`config.mk`:
```
export PLATFORM = sky130hd
export DESIGN_NAME = inv_tree_stim_ctrl
export DESIGN_NICKNAME = d
export VERILOG_FILES = /design/src/rtl/inv_tree_ctrl_pkg.sv /design/src/rtl/inv_tree_phase_timer.sv /design/src/rtl/inv_tree_stim_ctrl.sv
export SDC_FILE = /design/constraint.sdc
export NUM_CORES = 1
export LEC_CHECK = 0
export ABC_AREA = 1
export BUFFER_PORTS_ARGS = -buffer_cell sky130_fd_sc_hd__buf_2
export CAP_MARGIN = 40
export CELL_PAD_IN_SITES_DETAIL_PLACEMENT = 2
export CELL_PAD_IN_SITES_GLOBAL_PLACEMENT = 2
export CORE_MARGIN = 2
export CORE_UTILIZATION = 35
export DETAILED_ROUTE_END_ITERATION = 16
export PLACE_DENSITY = 0.89
export SYNTH_ARGS = -nofsm -noshare
export SYNTH_HDL_FRONTEND = slang
export SYNTH_SLANG_ARGS = --single-unit
```
`constraint.sdc`:
```
create_clock -name clk -period 9.49 [get_ports clk]
set_clock_uncertainty 0.05 [all_clocks]
set_input_delay 0.4745 -clock clk [delete_from_list [all_inputs] [get_ports clk]]
set_output_delay 0.4745 -clock clk [all_outputs]
set_load 0.03 [all_outputs]
```
`src/rtl/inv_tree_ctrl_pkg.sv`:
```
// Shared constants, state encoding and the polarity helper for the
// inverter-tree stimulus controller.
package inv_tree_ctrl_pkg;

  localparam int PW_W_DEF     = 8;
  localparam int CNT_W_DEF    = 16;
  localparam int NOUT_DEF     = 4;
  localparam int DRAIN_CYCLES = 4;

  // Odd tree depth: every output is the complement of the drive.
  localparam bit EXPECT_INVERTED = 1'b1;

  typedef logic [2:0] state_t;

  localparam state_t ST_IDLE  = 3'd0;
  localparam state_t ST_HIGH  = 3'd1;
  localparam state_t ST_LOW   = 3'd2;
  localparam state_t ST_DRAIN = 3'd3;
  localparam state_t ST_DONE  = 3'd4;

  function automatic logic expected_dout(input logic din);
    if (EXPECT_INVERTED) begin
      return ~din;
    end else begin
      return din;
    end
  endfunction

endpackage

```
`src/rtl/inv_tree_phase_timer.sv`:
```
// Loadable down-counter shared by the HIGH, LOW and DRAIN phases; zero marks
// the last cycle of the current phase.
module inv_tree_phase_timer #(
  parameter int PW_W = 8
) (
  input  logic            clk,
  input  logic            rst,
  input  logic            load,
  input  logic [PW_W-1:0] load_val,
  output logic            zero
);

  logic [PW_W-1:0] cnt_q;
  logic [PW_W-1:0] cnt_d;

  always_comb begin
    cnt_d = cnt_q;
    if (load) begin
      cnt_d = load_val;
    end else if (cnt_q != {PW_W{1'b0}}) begin
      cnt_d = cnt_q - {{(PW_W-1){1'b0}}, 1'b1};
    end else begin
      cnt_d = cnt_q;
    end
  end

  always_ff @(posedge clk or posedge rst) begin
    if (rst) begin
      cnt_q <= {PW_W{1'b0}};
    end else begin
      cnt_q <= cnt_d;
    end
  end

  assign zero = (cnt_q == {PW_W{1'b0}});

endmodule

```
`src/rtl/inv_tree_stim_ctrl.sv`:
```
// Pulse-train sequencer and polarity checker for the inverter tree.
// Optional glitch counting is enabled by defining INV_TREE_GLITCH_CHECK_EN.
module inv_tree_stim_ctrl
  import inv_tree_ctrl_pkg::*;
#(
  parameter int PW_W  = PW_W_DEF,
  parameter int CNT_W = CNT_W_DEF,
  parameter int NOUT  = NOUT_DEF
) (
  input  logic             clk,
  input  logic             rst,
  input  logic             start,
  input  logic [PW_W-1:0]  cfg_high_len,
  input  logic [PW_W-1:0]  cfg_low_len,
  input  logic [CNT_W-1:0] cfg_num_pulses,
  input  logic [NOUT-1:0]  dout_i,
  output logic             din_o,
  output logic             busy,
  output logic             done,
  output logic [CNT_W-1:0] err_cnt,
  output logic             err_flag,
  output logic [CNT_W-1:0] glitch_cnt
);

  localparam int               PC_W       = $clog2(NOUT + 1);
  localparam logic [CNT_W-1:0] CNT_MAX    = {CNT_W{1'b1}};
  localparam logic [PW_W-1:0]  DRAIN_LOAD = PW_W'(DRAIN_CYCLES - 1);
  localparam logic [CNT_W-1:0] ONE_PULSE  = {{(CNT_W-1){1'b0}}, 1'b1};

  state_t           state_q, state_d;
  logic             din_q, din_d;
  logic             busy_q, busy_d;
  logic             done_q, done_d;
  logic [CNT_W-1:0] err_q, err_d;
  logic             flag_q, flag_d;
  logic [CNT_W-1:0] rem_q, rem_d;
  logic [PW_W-1:0]  hl_m1_q, hl_m1_d;
  logic [PW_W-1:0]  ll_m1_q, ll_m1_d;

  logic             tmr_load_s;
  logic [PW_W-1:0]  tmr_val_s;
  logic             tmr_zero_s;
  logic             clr_s;
  logic             in_phase_s;
  logic             sample_s;
  logic [NOUT-1:0]  miss_s;
  logic [CNT_W:0]   err_sum_s;

  // A zero length still holds the level for one cycle.
  function automatic logic [PW_W-1:0] len_m1(input logic [PW_W-1:0] len);
    if (len == {PW_W{1'b0}}) begin
      return {PW_W{1'b0}};
    end else begin
      return len - {{(PW_W-1){1'b0}}, 1'b1};
    end
  endfunction

  function automatic logic [PC_W-1:0] popcount(input logic [NOUT-1:0] v);
    logic [PC_W-1:0] c;
    c = {PC_W{1'b0}};
    for (int i = 0; i < NOUT; i++) begin
      c = c + {{(PC_W-1){1'b0}}, v[i]};
    end
    return c;
  endfunction

  inv_tree_phase_timer #(.PW_W(PW_W)) u_timer (
    .clk      (clk),
    .rst      (rst),
    .load     (tmr_load_s),
    .load_val (tmr_val_s),
    .zero     (tmr_zero_s)
  );

  always_comb begin
    state_d    = state_q;
    din_d      = din_q;
    busy_d     = busy_q;
    done_d     = 1'b0;
    rem_d      = rem_q;
    hl_m1_d    = hl_m1_q;
    ll_m1_d    = ll_m1_q;
    tmr_load_s = 1'b0;
    tmr_val_s  = {PW_W{1'b0}};
    clr_s      = 1'b0;
    case (state_q)
      ST_IDLE: begin
        if (start) begin
          clr_s   = 1'b1;
          busy_d  = 1'b1;
          hl_m1_d = len_m1(cfg_high_len);
          ll_m1_d = len_m1(cfg_low_len);
          rem_d   = cfg_num_pulses;
          if (cfg_num_pulses == {CNT_W{1'b0}}) begin
            state_d = ST_DONE;
            done_d  = 1'b1;
          end else begin
            state_d    = ST_HIGH;
            din_d      = 1'b1;
            tmr_load_s = 1'b1;
            tmr_val_s  = len_m1(cfg_high_len);
          end
        end else begin
          state_d = ST_IDLE;
        end
      end
      ST_HIGH: begin
        if (tmr_zero_s) begin
          state_d    = ST_LOW;
          din_d      = 1'b0;
          tmr_load_s = 1'b1;
          tmr_val_s  = ll_m1_q;
        end else begin
          state_d = ST_HIGH;
        end
      end
      ST_LOW: begin
        if (tmr_zero_s) begin
          rem_d      = rem_q - ONE_PULSE;
          tmr_load_s = 1'b1;
          if (rem_q == ONE_PULSE) begin
            state_d   = ST_DRAIN;
            tmr_val_s = DRAIN_LOAD;
          end else begin
            state_d   = ST_HIGH;
            din_d     = 1'b1;
            tmr_val_s = hl_m1_q;
          end
        end else begin
          state_d = ST_LOW;
        end
      end
      ST_DRAIN: begin
        if (tmr_zero_s) begin
          state_d = ST_DONE;
          done_d  = 1'b1;
        end else begin
          state_d = ST_DRAIN;
        end
      end
      ST_DONE: begin
        state_d = ST_IDLE;
        busy_d  = 1'b0;
      end
      default: begin
        state_d = ST_IDLE;
        din_d   = 1'b0;
        busy_d  = 1'b0;
      end
    endcase
  end

  // Mismatches are sampled on the final cycle of every HIGH/LOW phase.
  always_comb begin
    in_phase_s = (state_q == ST_HIGH) || (state_q == ST_LOW);
    sample_s   = in_phase_s && tmr_zero_s;
    miss_s     = dout_i ^ {NOUT{expected_dout(din_q)}};
    err_sum_s  = {1'b0, err_q} + {{(CNT_W+1-PC_W){1'b0}}, popcount(miss_s)};
    if (clr_s) begin
      err_d = {CNT_W{1'b0}};
    end else if (sample_s) begin
      err_d = err_sum_s[CNT_W] ? CNT_MAX : err_sum_s[CNT_W-1:0];
    end else begin
      err_d = err_q;
    end
    flag_d = (err_d != {CNT_W{1'b0}});
  end

  always_ff @(posedge clk or posedge rst) begin
    if (rst) begin
      state_q <= ST_IDLE;
      din_q   <= 1'b0;
      busy_q  <= 1'b0;
      done_q  <= 1'b0;
      err_q   <= {CNT_W{1'b0}};
      flag_q  <= 1'b0;
      rem_q   <= {CNT_W{1'b0}};
      hl_m1_q <= {PW_W{1'b0}};
      ll_m1_q <= {PW_W{1'b0}};
    end else begin
      state_q <= state_d;
      din_q   <= din_d;
      busy_q  <= busy_d;
      done_q  <= done_d;
      err_q   <= err_d;
      flag_q  <= flag_d;
      rem_q   <= rem_d;
      hl_m1_q <= hl_m1_d;
      ll_m1_q <= ll_m1_d;
    end
  end

  assign din_o    = din_q;
  assign busy     = busy_q;
  assign done     = done_q;
  assign err_cnt  = err_q;
  assign err_flag = flag_q;

`ifdef INV_TREE_GLITCH_CHECK_EN
  logic [NOUT-1:0]   prev_q;
  logic [2*NOUT-1:0] ecnt_q, ecnt_d;
  logic [CNT_W-1:0]  glitch_q, glitch_d;
  logic [NOUT-1:0]   edge_s;
  logic [NOUT-1:0]   hit_s;
  logic [CNT_W:0]    glitch_sum_s;

  // Per-bit edge counts saturate at 2; the second edge in a phase is the glitch.
  always_comb begin
    edge_s = dout_i ^ prev_q;
    ecnt_d = ecnt_q;
    hit_s  = {NOUT{1'b0}};
    for (int i = 0; i < NOUT; i++) begin
      hit_s[i] = in_phase_s & edge_s[i] & (ecnt_q[2*i +: 2] == 2'd1);
      if (tmr_load_s) begin
        ecnt_d[2*i +: 2] = 2'd0;
      end else if (in_phase_s && edge_s[i] && (ecnt_q[2*i +: 2] != 2'd2)) begin
        ecnt_d[2*i +: 2] = ecnt_q[2*i +: 2] + 2'd1;
      end else begin
        ecnt_d[2*i +: 2] = ecnt_q[2*i +: 2];
      end
    end
    glitch_sum_s = {1'b0, glitch_q} + {{(CNT_W+1-PC_W){1'b0}}, popcount(hit_s)};
    if (clr_s) begin
      glitch_d = {CNT_W{1'b0}};
    end else if (hit_s != {NOUT{1'b0}}) begin
      glitch_d = glitch_sum_s[CNT_W] ? CNT_MAX : glitch_sum_s[CNT_W-1:0];
    end else begin
      glitch_d = glitch_q;
    end
  end

  always_ff @(posedge clk or posedge rst) begin
    if (rst) begin
      prev_q   <= {NOUT{1'b0}};
      ecnt_q   <= {(2*NOUT){1'b0}};
      glitch_q <= {CNT_W{1'b0}};
    end else begin
      prev_q   <= dout_i;
      ecnt_q   <= ecnt_d;
      glitch_q <= glitch_d;
    end
  end

  assign glitch_cnt = glitch_q;
`else
  assign glitch_cnt = {CNT_W{1'b0}};
`endif

endmodule

```
---- Word-level counts from Yosys, hierarchy flattened ----
Cells that the tools add are included.
cells by class
  reductions and logical operators ........ 18
  add/sub/neg operators ................... 8
  muxes and demuxes ....................... 40
  equality and inequality tests ........... 10
  bitwise logic cells ..................... 4
operators by type and width
  cell                                                 count
  2-to-1 mux 16 bit                                    5
  2-to-1 mux 8 bit                                     9
  one-hot mux 16 bit (2 select lines)                  1
  zero test 8 bit                                      3
  one-hot mux 8 bit (3 select lines)                   1
  subtractor 8 x 1 -> 8 bit (second input constant)    3
  adder 16 x 3 -> 17 bit                               1
  == test 16 x 1 -> 1 bit (second input constant)      1
  zero test 16 bit                                     1
  nonzero test 16 bit                                  1
  subtractor 16 x 1 -> 16 bit (second input constant)  1
  2-to-1 mux 1 bit                                     13
  2-to-1 mux 3 bit                                     4
  one-hot mux 3 bit (4 select lines)                   1
  != test 2 bit (second input constant)                5
  nonzero test 8 bit                                   1
  == test 3 x 2 -> 1 bit (second input constant)       2
  one-hot mux 1 bit (2 select lines)                   3
  AND reduction 6 bit                                  1
  2-to-1 mux 2 bit                                     2
  one-hot mux 1 bit (4 select lines)                   1
  AND reduction 2 bit                                  2
  nonzero test 2 bit                                   2
  OR reduction 2 bit                                   2
  12 further kinds                                     14
word-level totals
  input bits .............................. 39
  flip-flop bits (word level) ............. 63
  output and inout bits ................... 36
  word-level logic and storage cells ...... 90

---- Logic depth before layout (Yosys ltp) ----
  depth after elaboration ................. 10
  mapped depth ............................ 18
  depth with buffers taken out ............ 17

---- Hierarchy ----
From an unflattened synthesis, not the netlist that was laid out.
second synthesis, totals
  cell total of the unflattened synthesis .. 627
  area, all modules ....................... 4424.2 sq um
modules (own cells, without submodules)
  module                times used  area an instance (sq um)  cells an instance
  inv_tree_stim_ctrl    1           3893.7                    556
  inv_tree_phase_timer  1           530.5                     71

---- Worst setup path before layout ----
OpenSTA, ideal clock, no wires.
  kind .................................... reg2reg
  start ................................... register din_q, in the netlist din_o
  end ..................................... register flag_q, in the netlist err_flag
  data required time ...................... 9.315 ns
  arrival ................................. 3.078 ns
  stages on the path, launching flop included .. 18
  period minus slack after synthesis ...... 3.253 ns
  library setup time ...................... 0.125 ns
  slack ................................... 6.237 ns
  cells stage by stage .................... dfrtp_1 clkbuf_1 xor2_1 fa_1 fa_1 inv_1 fa_1 nand2_1 nor2_2 nand2_2 nor2_4 nand2_1 nand3_1 nand2_1 inv_1 nand2_1 nor2_1 nand3_1
between the ends
  longest elaborated chain between the ends .. 10
RTL lines
  element                   RTL line                   RTL
  start: declaration        inv_tree_stim_ctrl.sv:31   logic din_q, din_d;
  start signal: assignment  inv_tree_stim_ctrl.sv:182  din_q <= din_d;
  NOT 1 bit *               inv_tree_ctrl_pkg.sv:23    return ~din;
  XOR 4 bit *               inv_tree_stim_ctrl.sv:157  miss_s = dout_i ^ {NOUT{expected_dout(din_q)}};
  adder 1 x 1 -> 2 bit      inv_tree_stim_ctrl.sv:62   c = c + {{(PC_W-1){1'b0}}, v[i]};
  adder 2 x 1 -> 3 bit      inv_tree_stim_ctrl.sv:62
  adder 3 x 1 -> 3 bit *    inv_tree_stim_ctrl.sv:62
  adder 16 x 3 -> 17 bit *  inv_tree_stim_ctrl.sv:158  err_sum_s = {1'b0, err_q} + {{(CNT_W+1-PC_W){1'b0}}, popcount(miss_s)};
  2-to-1 mux 16 bit *       inv_tree_stim_ctrl.sv:162  err_d = err_sum_s[CNT_W] ? CNT_MAX : err_sum_s[CNT_W-1:0];
  2-to-1 mux 16 bit *       inv_tree_stim_ctrl.sv:161  end else if (sample_s) begin
  2-to-1 mux 16 bit *       inv_tree_stim_ctrl.sv:159  if (clr_s) begin
  nonzero test 16 bit *     inv_tree_stim_ctrl.sv:166  flag_d = (err_d != {CNT_W{1'b0}});
  net flag_d                inv_tree_stim_ctrl.sv:35   logic flag_q, flag_d;
  end signal: assignment    inv_tree_stim_ctrl.sv:186  flag_q <= flag_d;
  end: declaration          inv_tree_stim_ctrl.sv:35
Mark *: on every way through the listed nets, which the timed path passes. The rest lies on a longest branch.
A chain may end at the register's enable or synchronous reset.

---- Worst setup path after layout ----
Ends and elaborated chain as after synthesis.

==> out/results.txt <==
Outcome = completed
Mapped Avg Cell Area = 7.20 um2
Hold-fix buffers, CTS = 0
Total CTS buffers = 9
Startpoint Class = flop
Total Nets Final = 740
Leakage = 2.73 nW
Number of global-route vias before repair = 5,013
Chip height = 118 um
Synth Area in Compound Gates = 13.5%
Max Buffers Root-to-Sink = 2
Initial Util = 35.9%
Largest net degree at the start of global routing = 63
# H-tree levels = 3
Class of the worst hold path = primary input to asynchronous set/reset pin
Final TNS setup = 0 ns
Reg-to-reg slack, setup = 6.04 ns
Remaining antenna violation count = 0
MaxCap Viol Count = 0
Pre-Repair DR Iteration Count = 4
Final Non-Filler Cells = 866
# resized after CTS = 0
Fmax achieved = 290 MHz
DR vias/cell = 5.12
ANT cells = 0
Setup repair bufs after CTS = 0
Routed WL = 15,100 um
Mux share of post-synthesis cell area = 0%
First-pass GRT wire length = 25,400 um
Max IR drop VDD = 85.3 uV
Die X = 118 um
Number of placement rows = 41
Wire length per cell = 17.4 um
Worst r2r src = din_o$_DFFE_PP0P_
Reg2Reg Depth = 16
# IOs = 75
#FFs+latches synth = 63
Worst-Skew Late Latency = 0.34 ns
Clock Sink Count = 63
Worst setup EP type = flop
RSZ-0062 raised after global routing = no
Post-synth EDFFs = 0
Synth Area in XOR/XNOR = 3.85%
Final setup viols = 0
PD cells = 279 nW/um2
Share of layout cells above drive strength 1 = 17.7%
Final hold vios = 0
Clock period minus worst slack = 3.45 ns
Slew headroom = 59.0%
GRT overflow = 0
Layout area overhead = 15.9%
Critical path type = flop to flop
Inst Count DP = 851
IO Port Bufs = 58
Worst r2r dst = err_flag$_DFF_PP0_
Worst Path Max Fanout = 6
Gr usage total = 22.5%
Reg clk slew, reported paths = 0.06 ns
Slew @ Worst Pin = 0.613 ns
Worst Path Arrival = 3.61 ns
Register area share after synthesis = 34.6%
Area of the die = 13,900 um2
Mapped Cells = 632
Ys async rst share = 100%
Area share of and/or/nand/nor cells after synthesis = 32.1%
FILL cells = 1,553
Syn. warnings = 0
Final Wtd Congestion = 0.827
Mapped cell area = 4550 um2
Adder-Cell Fraction of Synth Area = 3.52%
Fin crit share = 36.3%
Post-DP HPWL = 11,500 um
Final Max Tran Viols = 0
Antenna violations before repair = 0
Yosys cell types = 48
First DRT Iteration DRCs = 169
Clk root buf = clkbuf_16
Main combinational cell family by area after synthesis = simple AND/OR/NAND/NOR gates
Main synth FF type = dfrtp_1
Core Region = 12,700 um2
CP Data Required Time = 9.65 ns
DRC violations left = 0
CTS tree = yes
DR vias = 4,431
## cells in the final DEF, fill, tap and decap left out, types with 9 or more instances in the layout
cell type / instances
inv_2: 13
nand4_1: 9
conb_1: 16
inv_1: 85
o21ai_1: 16
clkbuf_16: 9
nand2_1: 141
buf_2: 58
o21ai_0: 33
o22ai_1: 12
xor2_1: 16
nand3_1: 42
nor2_1: 68
nor2_2: 9
dfrtp_1: 63
a21oi_1: 17
## per-layer routing
layer	global-route usage [%]	vias up	part of all wire, %
met4	8.13	0	2.4
met1	26.9	2220	43
li1	-	2109	-
met5	0	-	0
met2	40.8	79	52
met3	3.25	23	2.7
## logic make-up after synthesis
group / Yosys count
xor+xnor: 20
compound gates: 103
other cells: 1
buf+inv: 128
simple gates: 306
flops: 63
fa+ha+maj: 11
## flip-flops by register name (all words and copies together) (netlist names)
| name | cells |
|---|---|
| ll_m1_q | 8 |
| hl_m1_q | 8 |
| err_cnt | 16 |
| u_timer.cnt_q | 8 |
| err_flag | 1 |
| state_q | 3 |
| busy | 1 |
| done | 1 |
| rem_q | 16 |
| din_o | 1 |
## where the power goes
part	switching [W]	internal [W]
Combinational	0.000435	0.000209
Sequential	0.0000974	0.000374
Clock	0.000123	0.000235
## cells in the mapped netlist (6+ instances only)
| library cell | n | area [um2] |
|---|---|---|
| a21oi_1 | 17 | 85.1 |
| buf_2 | 7 | 35.0 |
| buf_4 | 17 | 128 |
| dfrtp_1 | 63 | 1580 |
| ha_1 | 8 | 100 |
| inv_1 | 86 | 323 |
| inv_2 | 12 | 45.0 |
| nand2_1 | 141 | 529 |
| nand2_2 | 7 | 43.8 |
| nand3_1 | 42 | 210 |
| nand4_1 | 9 | 56.3 |
| nor2_1 | 68 | 255 |
| nor2_2 | 9 | 56.3 |
| nor2_4 | 6 | 67.6 |
| o21ai_0 | 33 | 165 |
| o21ai_1 | 16 | 80.1 |
| o22ai_1 | 12 | 75.1 |
| xor2_1 | 16 | 140 |
## stage by stage
step | util [%] | power (W) | setup slack (ns) | cell area, um2 | hold WS (ns)
finish | 41.6 | 0.00147 | 6.04 | 5280 | 0.0228
global route | 41.6 | 0.00158 | 5.79 | 5280 | 0.0333
CTS | 41.6 | 0.00149 | 6.01 | 5280 | 0.0135
detailed placement | 39.2 | 0.00111 | 6.04 | 4960 | 0.370
global placement | 38.9 | 0.00106 | 6.24 | 4930 | 0.417
floorplan | - | 0.000920 | 6.24 | 4610 | 0.398
## critical path, stage by stage, from the launching register on
cell and delay, ns:
dfrtp_1 0.52, xor2_1 0.23, fa_1 0.47, fa_1 0.43
inv_1 0.11, fa_1 0.26, nand2_1 0.12, nor3_1 0.36
nand3_1 0.12, nand2_1 0.08, nand3_1 0.09, nand2_1 0.12
nand2_1 0.08, inv_1 0.06, nand2_1 0.06, nor2_1 0.09
nand3_1 0.07
## cell type report
class / instances / area, um2 / share of cell area, %
multi-input combinational: 456 / 2470 / 46.8
sequential: 63 / 1580 / 29.9
inverter: 100 / 375 / 7.12
timing repair buffer: 60 / 325 / 6.17
clock buffer: 11 / 243 / 4.60
tap: 172 / 215 / 4.08
clock inverter: 4 / 70.1 / 1.33
## worst max-delay path by stage
stage	from	end	slack [ns]	depth (start not counted)
2_1_floorplan	din_o$_DFFE_PP0P_	err_flag$_DFF_PP0_	6.24	17
3_3_place_gp	dout_i[0]	err_flag$_DFF_PP0_	6.24	17
3_5_place_dp	dout_i[0]	err_flag$_DFF_PP0_	6.04	17
4_1_cts	din_o$_DFFE_PP0P_	err_flag$_DFF_PP0_	6.01	16
5_1_grt	din_o$_DFFE_PP0P_	err_flag$_DFF_PP0_	5.79	16
6_report	din_o$_DFFE_PP0P_	err_flag$_DFF_PP0_	6.04	16
(Power assumes the default switching activity.)
